<file path="src/rtl/mips_pkg.sv">
// Shared types for the multicycle MIPS main control unit: states, opcode/func
// values, datapath mux encodings and the packed control word.
package mips_pkg;

  typedef enum logic [3:0] {
    S_FETCH, S_DECODE, S_MEM_ADDR, S_MEM_READ, S_MEM_WB, S_MEM_WRITE,
    S_EXEC_R, S_WB_R, S_EXEC_I, S_WB_I, S_BRANCH, S_JUMP
  } state_e;

  localparam logic [5:0] OP_RTYPE = 6'h00;
  localparam logic [5:0] OP_J     = 6'h02;
  localparam logic [5:0] OP_JAL   = 6'h03;
  localparam logic [5:0] OP_BEQ   = 6'h04;
  localparam logic [5:0] OP_BNE   = 6'h05;
  localparam logic [5:0] OP_ADDIU = 6'h09;
  localparam logic [5:0] OP_SLTI  = 6'h0A;
  localparam logic [5:0] OP_ANDI  = 6'h0C;
  localparam logic [5:0] OP_ORI   = 6'h0D;
  localparam logic [5:0] OP_LW    = 6'h23;
  localparam logic [5:0] OP_SW    = 6'h2B;

  typedef enum logic [1:0] {REGDST_RT = 2'b00, REGDST_RD = 2'b01, REGDST_RA = 2'b10} reg_dst_e;
  typedef enum logic [1:0] {M2R_ALUOUT = 2'b00, M2R_MDR = 2'b01, M2R_PC = 2'b10} mem_to_reg_e;
  typedef enum logic [1:0] {SRCB_B = 2'b00, SRCB_FOUR = 2'b01, SRCB_IMM = 2'b10, SRCB_IMM_SH2 = 2'b11} alu_src_b_e;
  typedef enum logic [1:0] {ALUOP_ADD = 2'b00, ALUOP_SUB = 2'b01, ALUOP_FUNC = 2'b10, ALUOP_OP = 2'b11} alu_op_e;
  typedef enum logic [1:0] {PCSRC_ALU = 2'b00, PCSRC_ALUOUT = 2'b01, PCSRC_JUMP = 2'b10} pc_source_e;

  typedef struct packed {
    logic        ir_write;
    logic        ir_sel;
    logic        pc_write;
    logic        pc_write_cond;
    logic        branch_ne;
    logic        iord;
    logic        mem_read;
    logic        mem_write;
    logic        reg_write;
    reg_dst_e    reg_dst;
    mem_to_reg_e mem_to_reg;
    logic        alu_src_a;
    alu_src_b_e  alu_src_b;
    alu_op_e     alu_op;
    pc_source_e  pc_source;
  } ctrl_t;

  // Supported R-type functions: add/addu/sub/subu/and/or/slt/sltu/sll/srl.
  function automatic logic func_legal(input logic [5:0] f);
    case (f)
      6'h20, 6'h21, 6'h22, 6'h23, 6'h24,
      6'h25, 6'h2A, 6'h2B, 6'h00, 6'h02: func_legal = 1'b1;
      default:                           func_legal = 1'b0;
    endcase
  endfunction

endpackage

</file>
<file path="src/rtl/mips_ctrl_decode.sv">
// Combinational state -> control word map (pure Moore decode; only the jump
// and branch states look at the registered opcode).
module mips_ctrl_decode
  import mips_pkg::*;
(
  input  state_e     state_i,
  input  logic [5:0] op_i,
  output ctrl_t      ctrl_o
);

  always_comb begin
    // NOTE: every field gets a default first so no path through the case infers a latch.
    ctrl_o = '0;
    case (state_i)
      S_FETCH: begin
        ctrl_o.mem_read  = 1'b1;
        ctrl_o.ir_sel    = 1'b1;
        ctrl_o.ir_write  = 1'b1;
        ctrl_o.alu_src_b = SRCB_FOUR;
        ctrl_o.pc_write  = 1'b1;
      end
      S_DECODE:   ctrl_o.alu_src_b = SRCB_IMM_SH2;
      S_MEM_ADDR: begin
        ctrl_o.alu_src_a = 1'b1;
        ctrl_o.alu_src_b = SRCB_IMM;
      end
      S_MEM_READ: begin
        ctrl_o.mem_read = 1'b1;
        ctrl_o.iord     = 1'b1;
      end
      S_MEM_WB: begin
        ctrl_o.reg_write  = 1'b1;
        ctrl_o.mem_to_reg = M2R_MDR;
      end
      S_MEM_WRITE: begin
        ctrl_o.mem_write = 1'b1;
        ctrl_o.iord      = 1'b1;
      end
      S_EXEC_R: begin
        ctrl_o.alu_src_a = 1'b1;
        ctrl_o.alu_op    = ALUOP_FUNC;
      end
      S_WB_R: begin
        ctrl_o.reg_write = 1'b1;
        ctrl_o.reg_dst   = REGDST_RD;
      end
      S_EXEC_I: begin
        ctrl_o.alu_src_a = 1'b1;
        ctrl_o.alu_src_b = SRCB_IMM;
        ctrl_o.alu_op    = ALUOP_OP;
      end
      S_WB_I:     ctrl_o.reg_write = 1'b1;
      S_BRANCH: begin
        ctrl_o.alu_src_a     = 1'b1;
        ctrl_o.alu_op        = ALUOP_SUB;
        ctrl_o.pc_write_cond = 1'b1;
        ctrl_o.pc_source     = PCSRC_ALUOUT;
        ctrl_o.branch_ne     = (op_i == OP_BNE);
      end
      S_JUMP: begin
        ctrl_o.pc_write  = 1'b1;
        ctrl_o.pc_source = PCSRC_JUMP;
        // jal links the already-incremented PC into $31.
        if (op_i == OP_JAL) begin
          ctrl_o.reg_write  = 1'b1;
          ctrl_o.reg_dst    = REGDST_RA;
          ctrl_o.mem_to_reg = M2R_PC;
        end
      end
      default: ctrl_o = '0;
    endcase
  end

endmodule

</file>
<file path="src/rtl/mips_control_fsm.sv">
// Multicycle MIPS main control: state register, opcode dispatch and memory
// handshake qualification. Define MIPS_MEM_WAIT_EN to add mem_waitrequest stalls.
module mips_control_fsm
  import mips_pkg::*;
(
  input  logic       clk,
  input  logic       reset,
  input  logic [5:0] op,
  input  logic [5:0] func,
`ifdef MIPS_MEM_WAIT_EN
  input  logic       mem_waitrequest,
`endif
  output logic       IRWrite,
  output logic       IR_sel,
  output logic       PCWrite,
  output logic       PCWriteCond,
  output logic       BranchNE,
  output logic       IorD,
  output logic       MemRead,
  output logic       MemWrite,
  output logic       RegWrite,
  output logic [1:0] RegDst,
  output logic [1:0] MemtoReg,
  output logic       ALUSrcA,
  output logic [1:0] ALUSrcB,
  output logic [1:0] ALUOp,
  output logic [1:0] PCSource,
  output logic       illegal_instr,
  output logic [3:0] state_dbg
);

  state_e state_q, state_d;
  ctrl_t  ctrl, ctrl_qual;
  logic   illegal_d;
  logic   mem_ready;
  logic   mem_state;

`ifdef MIPS_MEM_WAIT_EN
  assign mem_ready = ~mem_waitrequest;
`else
  assign mem_ready = 1'b1;
`endif

  assign mem_state = (state_q == S_FETCH) || (state_q == S_MEM_READ) ||
                     (state_q == S_MEM_WRITE);

  always_ff @(posedge clk) begin
    // NOTE: sequential state uses non-blocking assignment so every register updates from pre-edge values.
    if (reset) state_q <= S_FETCH;
    else       state_q <= state_d;
  end

  always_comb begin
    state_d   = state_q;
    illegal_d = 1'b0;
    case (state_q)
      S_FETCH:     if (mem_ready) state_d = S_DECODE;
      S_DECODE: begin
        case (op)
          OP_LW, OP_SW:                        state_d = S_MEM_ADDR;
          OP_RTYPE: begin
            if (func_legal(func)) state_d = S_EXEC_R;
            else begin
              state_d   = S_FETCH;
              illegal_d = 1'b1;
            end
          end
          OP_ADDIU, OP_ANDI, OP_ORI, OP_SLTI:  state_d = S_EXEC_I;
          OP_BEQ, OP_BNE:                      state_d = S_BRANCH;
          OP_J, OP_JAL:                        state_d = S_JUMP;
          default: begin
            state_d   = S_FETCH;
            illegal_d = 1'b1;
          end
        endcase
      end
      S_MEM_ADDR:  state_d = (op == OP_LW) ? S_MEM_READ : S_MEM_WRITE;
      S_MEM_READ:  if (mem_ready) state_d = S_MEM_WB;
      S_MEM_WRITE: if (mem_ready) state_d = S_FETCH;
      S_EXEC_R:    state_d = S_WB_R;
      S_EXEC_I:    state_d = S_WB_I;
      default:     state_d = S_FETCH;
    endcase
  end

  mips_ctrl_decode u_decode (
    .state_i (state_q),
    .op_i    (op),
    .ctrl_o  (ctrl)
  );

  // Commit strobes only in the accepting cycle; reset overrides everything.
  always_comb begin
    ctrl_qual = ctrl;
    if (mem_state && !mem_ready) begin
      ctrl_qual.ir_write  = 1'b0;
      ctrl_qual.pc_write  = 1'b0;
      ctrl_qual.mem_write = 1'b0;
    end
    if (reset) ctrl_qual = '0;
  end

  assign IRWrite       = ctrl_qual.ir_write;
  assign IR_sel        = ctrl_qual.ir_sel;
  assign PCWrite       = ctrl_qual.pc_write;
  assign PCWriteCond   = ctrl_qual.pc_write_cond;
  assign BranchNE      = ctrl_qual.branch_ne;
  assign IorD          = ctrl_qual.iord;
  assign MemRead       = ctrl_qual.mem_read;
  assign MemWrite      = ctrl_qual.mem_write;
  assign RegWrite      = ctrl_qual.reg_write;
  assign RegDst        = ctrl_qual.reg_dst;
  assign MemtoReg      = ctrl_qual.mem_to_reg;
  assign ALUSrcA       = ctrl_qual.alu_src_a;
  assign ALUSrcB       = ctrl_qual.alu_src_b;
  assign ALUOp         = ctrl_qual.alu_op;
  assign PCSource      = ctrl_qual.pc_source;
  assign illegal_instr = illegal_d & ~reset;
  assign state_dbg     = reset ? 4'd0 : state_q;

endmodule
</file>
<file path="config.mk">
export PLATFORM = sky130hd
export DESIGN_NAME = mips_control_fsm
export DESIGN_NICKNAME = d
export VERILOG_FILES = /design/src/rtl/mips_pkg.sv /design/src/rtl/mips_ctrl_decode.sv /design/src/rtl/mips_control_fsm.sv
export SDC_FILE = /design/constraint.sdc
export NUM_CORES = 1
export LEC_CHECK = 0
export ABC_AREA = 1
export CELL_PAD_IN_SITES_DETAIL_PLACEMENT = 0
export CELL_PAD_IN_SITES_GLOBAL_PLACEMENT = 2
export CORE_MARGIN = 2
export CORE_UTILIZATION = 20
export CTS_BUF_LIST = sky130_fd_sc_hd__clkbuf_2
export CTS_CLUSTER_DIAMETER = 200
export CTS_CLUSTER_SIZE = 30
export DETAILED_ROUTE_END_ITERATION = 8
export GPL_ROUTABILITY_DRIVEN = 0
export HOLD_SLACK_MARGIN = 0.06
export PLACE_DENSITY = 0.86
export SETUP_SLACK_MARGIN = 0.05
export SYNTH_ARGS = -nofsm -noshare
export SYNTH_HDL_FRONTEND = slang
export SYNTH_HIERARCHICAL = 1
export SYNTH_SLANG_ARGS = --single-unit
export TNS_END_PERCENT = 10
</file>
<file path="constraint.sdc">
create_clock -name clk -period 3.65 [get_ports clk]
set_clock_uncertainty 0.1 [all_clocks]
set_input_delay 0.73 -clock clk [delete_from_list [all_inputs] [get_ports clk]]
set_output_delay 0.73 -clock clk [all_outputs]
set_load 0.01 [all_outputs]
</file>
==> results.py <==
metrics = {
    "power": {
        "switching_power_w": 0.0000652,
        "pwr-share-comb_pct": 48.8,
        "internal_power_w": 0.000109,
        "peakVddDrop_mv": 0.0627,
        "seqPwrFrac_pct": 28.4,
        "power.density_nw_per_um2": 140,
        "p_sw_share_pct": 37.4,
        "p_leak_nw": 0.583,
        "power.share.clock_pct": 22.8,
    },
    "synth": {
        "synth-seq-cells": 4,
        "ys_seq_area_share_pct": 9.85,
        "syn_area_um2": 813,
        "syn_inst": 167,
        "async_reset_ff_share_pct": 0,
        "syn-num-nets": 181,
        "synth_cell_type_count": 21,
        "synth_edf_count": 0,
        "yosys_warnings": 6,
        "synth_ff_type": "dfxtp_1",
        "avgSynthCellArea_um2": 4.87,
    },
    "critical_path": {
        "path_class": "in2out",
        "cp-start-kind": "primary input",
        "path_max_fanout": 7,
        "r2r-start": "state_q[1]$_SDFF_PP0_",
        "crit_slowest_cell": "clkdlybuf4s50_1",
        "path_cells": "clkdlybuf4s50_1 > nand2_1 > nand2_1 > nor2_2 > nor2_1 > o21ai_0 > nor2_1 > clkdlybuf4s50_1",
        "r2r_cells": 4,
        "required_ns": 2.82,
        "regToRegSetupSlack_ns": 2.35,
        "r2r_end": "state_q[1]$_SDFF_PP0_",
        "arrival_ns": 2.44,
        "endpoint_kind": "output port",
        "cp_slowest_stage_delay_ns": 0.61,
    },
    "global_routing": {
        "antenna_found_initial": 0,
        "top_usage_layer": "met2",
        "use_met2_pct": 15.6,
        "grt_pass1_wl_um": 3460,
        "first_global_vias": 832,
        "grt_overflow_total": 0,
        "grt_usage_pct": 9.46,
        "use_met3_pct": 1.50,
        "grt_max_degree": 21,
        "grt_use_met1_pct": 12.8,
    },
    "detailed_routing": {
        "ant_nets": 0,
        "vias_per_cell": 3.92,
        "routed_wl_um": 2070,
        "vias": 996,
        "drc_errors": 0,
        "drt-wirelength-per-cell_um": 8.16,
        "drt_iter0_drc": 24,
        "drtPass1Iterations": 4,
    },
    "clock_tree": {
        "cts_tree": "done",
        "clockBufferDepth": 2,
        "htree_levels": 1,
        "path_clk_slew_ns": 0.04,
        "cts_setup_buffers": 0,
        "ctsHoldBuffers": 0,
        "cts_made_buffers": 3,
        "cts_resized": 0,
        "cts.sinks": 4,
        "cts_root_buf": "clkbuf_2",
        "insertion_delay_ns": 0.20,
    },
    "die": {
        "die_h_um": 67.8,
        "dieArea_um2": 4590,
        "coreArea_um2": 3940,
        "start_util_pct": 20.6,
        "die_x_um": 67.8,
        "pin_count": 39,
        "row_count": 23,
    },
    "timing": {
        "slew_violations": 0,
        "finalSetupViolations": 0,
        "fmax_ghz": 0.305,
        "rsz0062_at_grt": "no",
        "timing.final.ws_setup_ns": 0.376,
        "fin_tns_setup_ns": 0,
        "period_share_pct": 89.7,
        "tightest_slew_ns": 0.456,
        "final_hold_viol_count": 0,
        "fin_crit_ns": 3.27,
        "slew_headroom_pct": 69.6,
    },
    "finish": {
        "multi_input_area_um2": 527,
        "largest_reg_flops": 4,
        "drive_gt1_share_pct": 8.82,
        "largest_register": "state_q",
        "num-nets-final": 220,
        "nFillCells": 468,
        "n_antenna_cell": 0,
        "register_area_um2": 80.1,
        "reg_top3": "state_q: 4 flops",
        "area_growth_pct": 53.5,
    },
    "placed_design": {
        "hpwl_um": 1800,
        "dp_slack_ns": 0.376,
        "io_buffers": 38,
    },
    "hold_path": {
        "holdPathEnd": "state_q[3]$_SDFF_PP0_",
        "hold_path.class": "reg2reg",
        "hold_path_depth": 2,
        "hp-start": "state_q[3]$_SDFF_PP0_",
    },
    "job": {
        "drv_cap": 0,
    },
    "status": {
        "status": "completed",
    },
}
-- per-layer routing --
layer  vias up  part of all wire, %
met5         -                    0
li1        559                    -
met2        24                   46
met3         4                  5.6
met1       409                   47
met4         0                 0.77
-- cell usage in the layout, fill, tap and decap left out, drive strengths merged --
cell type,instances
nor2,55
inv,45
clkdlybuf4s50,38
nand2,30
nand3,8
a21oi,5
dfxtp,4
o21ai,3
nand4,3
clkbuf,3
o21bai,2
buf,2
o22ai,2
and2,1
nand3b,1
and2b,1
nor3,1
-- power groups by stage --
stage,Clock [W],Sequential [W],Combinational [W]
after CTS,0.0000424,0.0000496,0.0000865
final,0.0000399,0.0000495,0.0000851
after floorplan,0,0.0000493,0.0000469
after global placement,0,0.0000505,0.0000866
after global routing,0.0000443,0.0000502,0.0000966
after detailed placement,0,0.0000504,0.0000862
-- worst max-delay path: cells and delay by family --
family / cells / cell delay, ns
and+or+nand+nor: 5 / 0.47
AOI/OAI and AO/OA: 1 / 0.09
buffers and inverters: 2 / 1.15
-- layout make-up --
class / instances / area share [%]
Clock buffer: 3 / 1.20
Timing Repair Buffer: 40 / 31.7
Multi-Input combinational cell: 112 / 42.2
Inverter: 45 / 13.5
Sequential cell: 4 / 6.41
Tap cell: 50 / 5.01
-- through the flow --
stage | total power, W | utilization (%) | hold slack [ns] | instance area [µm²] | std cells
global route | 0.000191 | 31.7 | 0.536 | 1250 | 254
detailed placement | 0.000137 | 31.3 | 0.479 | 1230 | 251
floorplan | 0.0000961 | - | 0.439 | 813 | 167
CTS | 0.000178 | 31.7 | 0.485 | 1250 | 254
global placement | 0.000137 | 31.3 | 0.487 | 1230 | 251
finish | 0.000174 | 31.7 | 0.490 | 1250 | 254
-- worst max-delay path by stage --
stage / start / endpoint / slack, ns / depth (start not counted)
CTS: op[2] / illegal_instr / 0.36 / 8
global placement: op[2] / illegal_instr / 0.37 / 8
finish: op[2] / illegal_instr / 0.38 / 8
floorplan: op[1] / RegDst[1] / 1.48 / 7
global route: op[2] / illegal_instr / 0.22 / 8
detailed placement: op[2] / illegal_instr / 0.38 / 8
-- cells in the mapped netlist, drive strengths merged (2+ instances only) --
library cell,n,area [µm²]
nor2,55,239
dfxtp,4,80.1
nand3,8,50.1
o22ai,2,12.5
nand2,30,118
inv,45,169
o21bai,2,15.0
nand4,3,18.8
a21oi,5,32.5
o21ai,3,15.0
buf,6,37.5
-- cells by family (layout without fill, tap and decap cells) --
group                  Yosys count  after routing  synth area share (%)
flip-flops                       4              4                  9.85
buffers and inverters           51             88                  25.4
AO/OA/AOI/OAI                   12             12                  9.23
AND/OR/NAND/NOR                100            100                  55.5
Note: power is estimated with default switching activity, not from simulation.
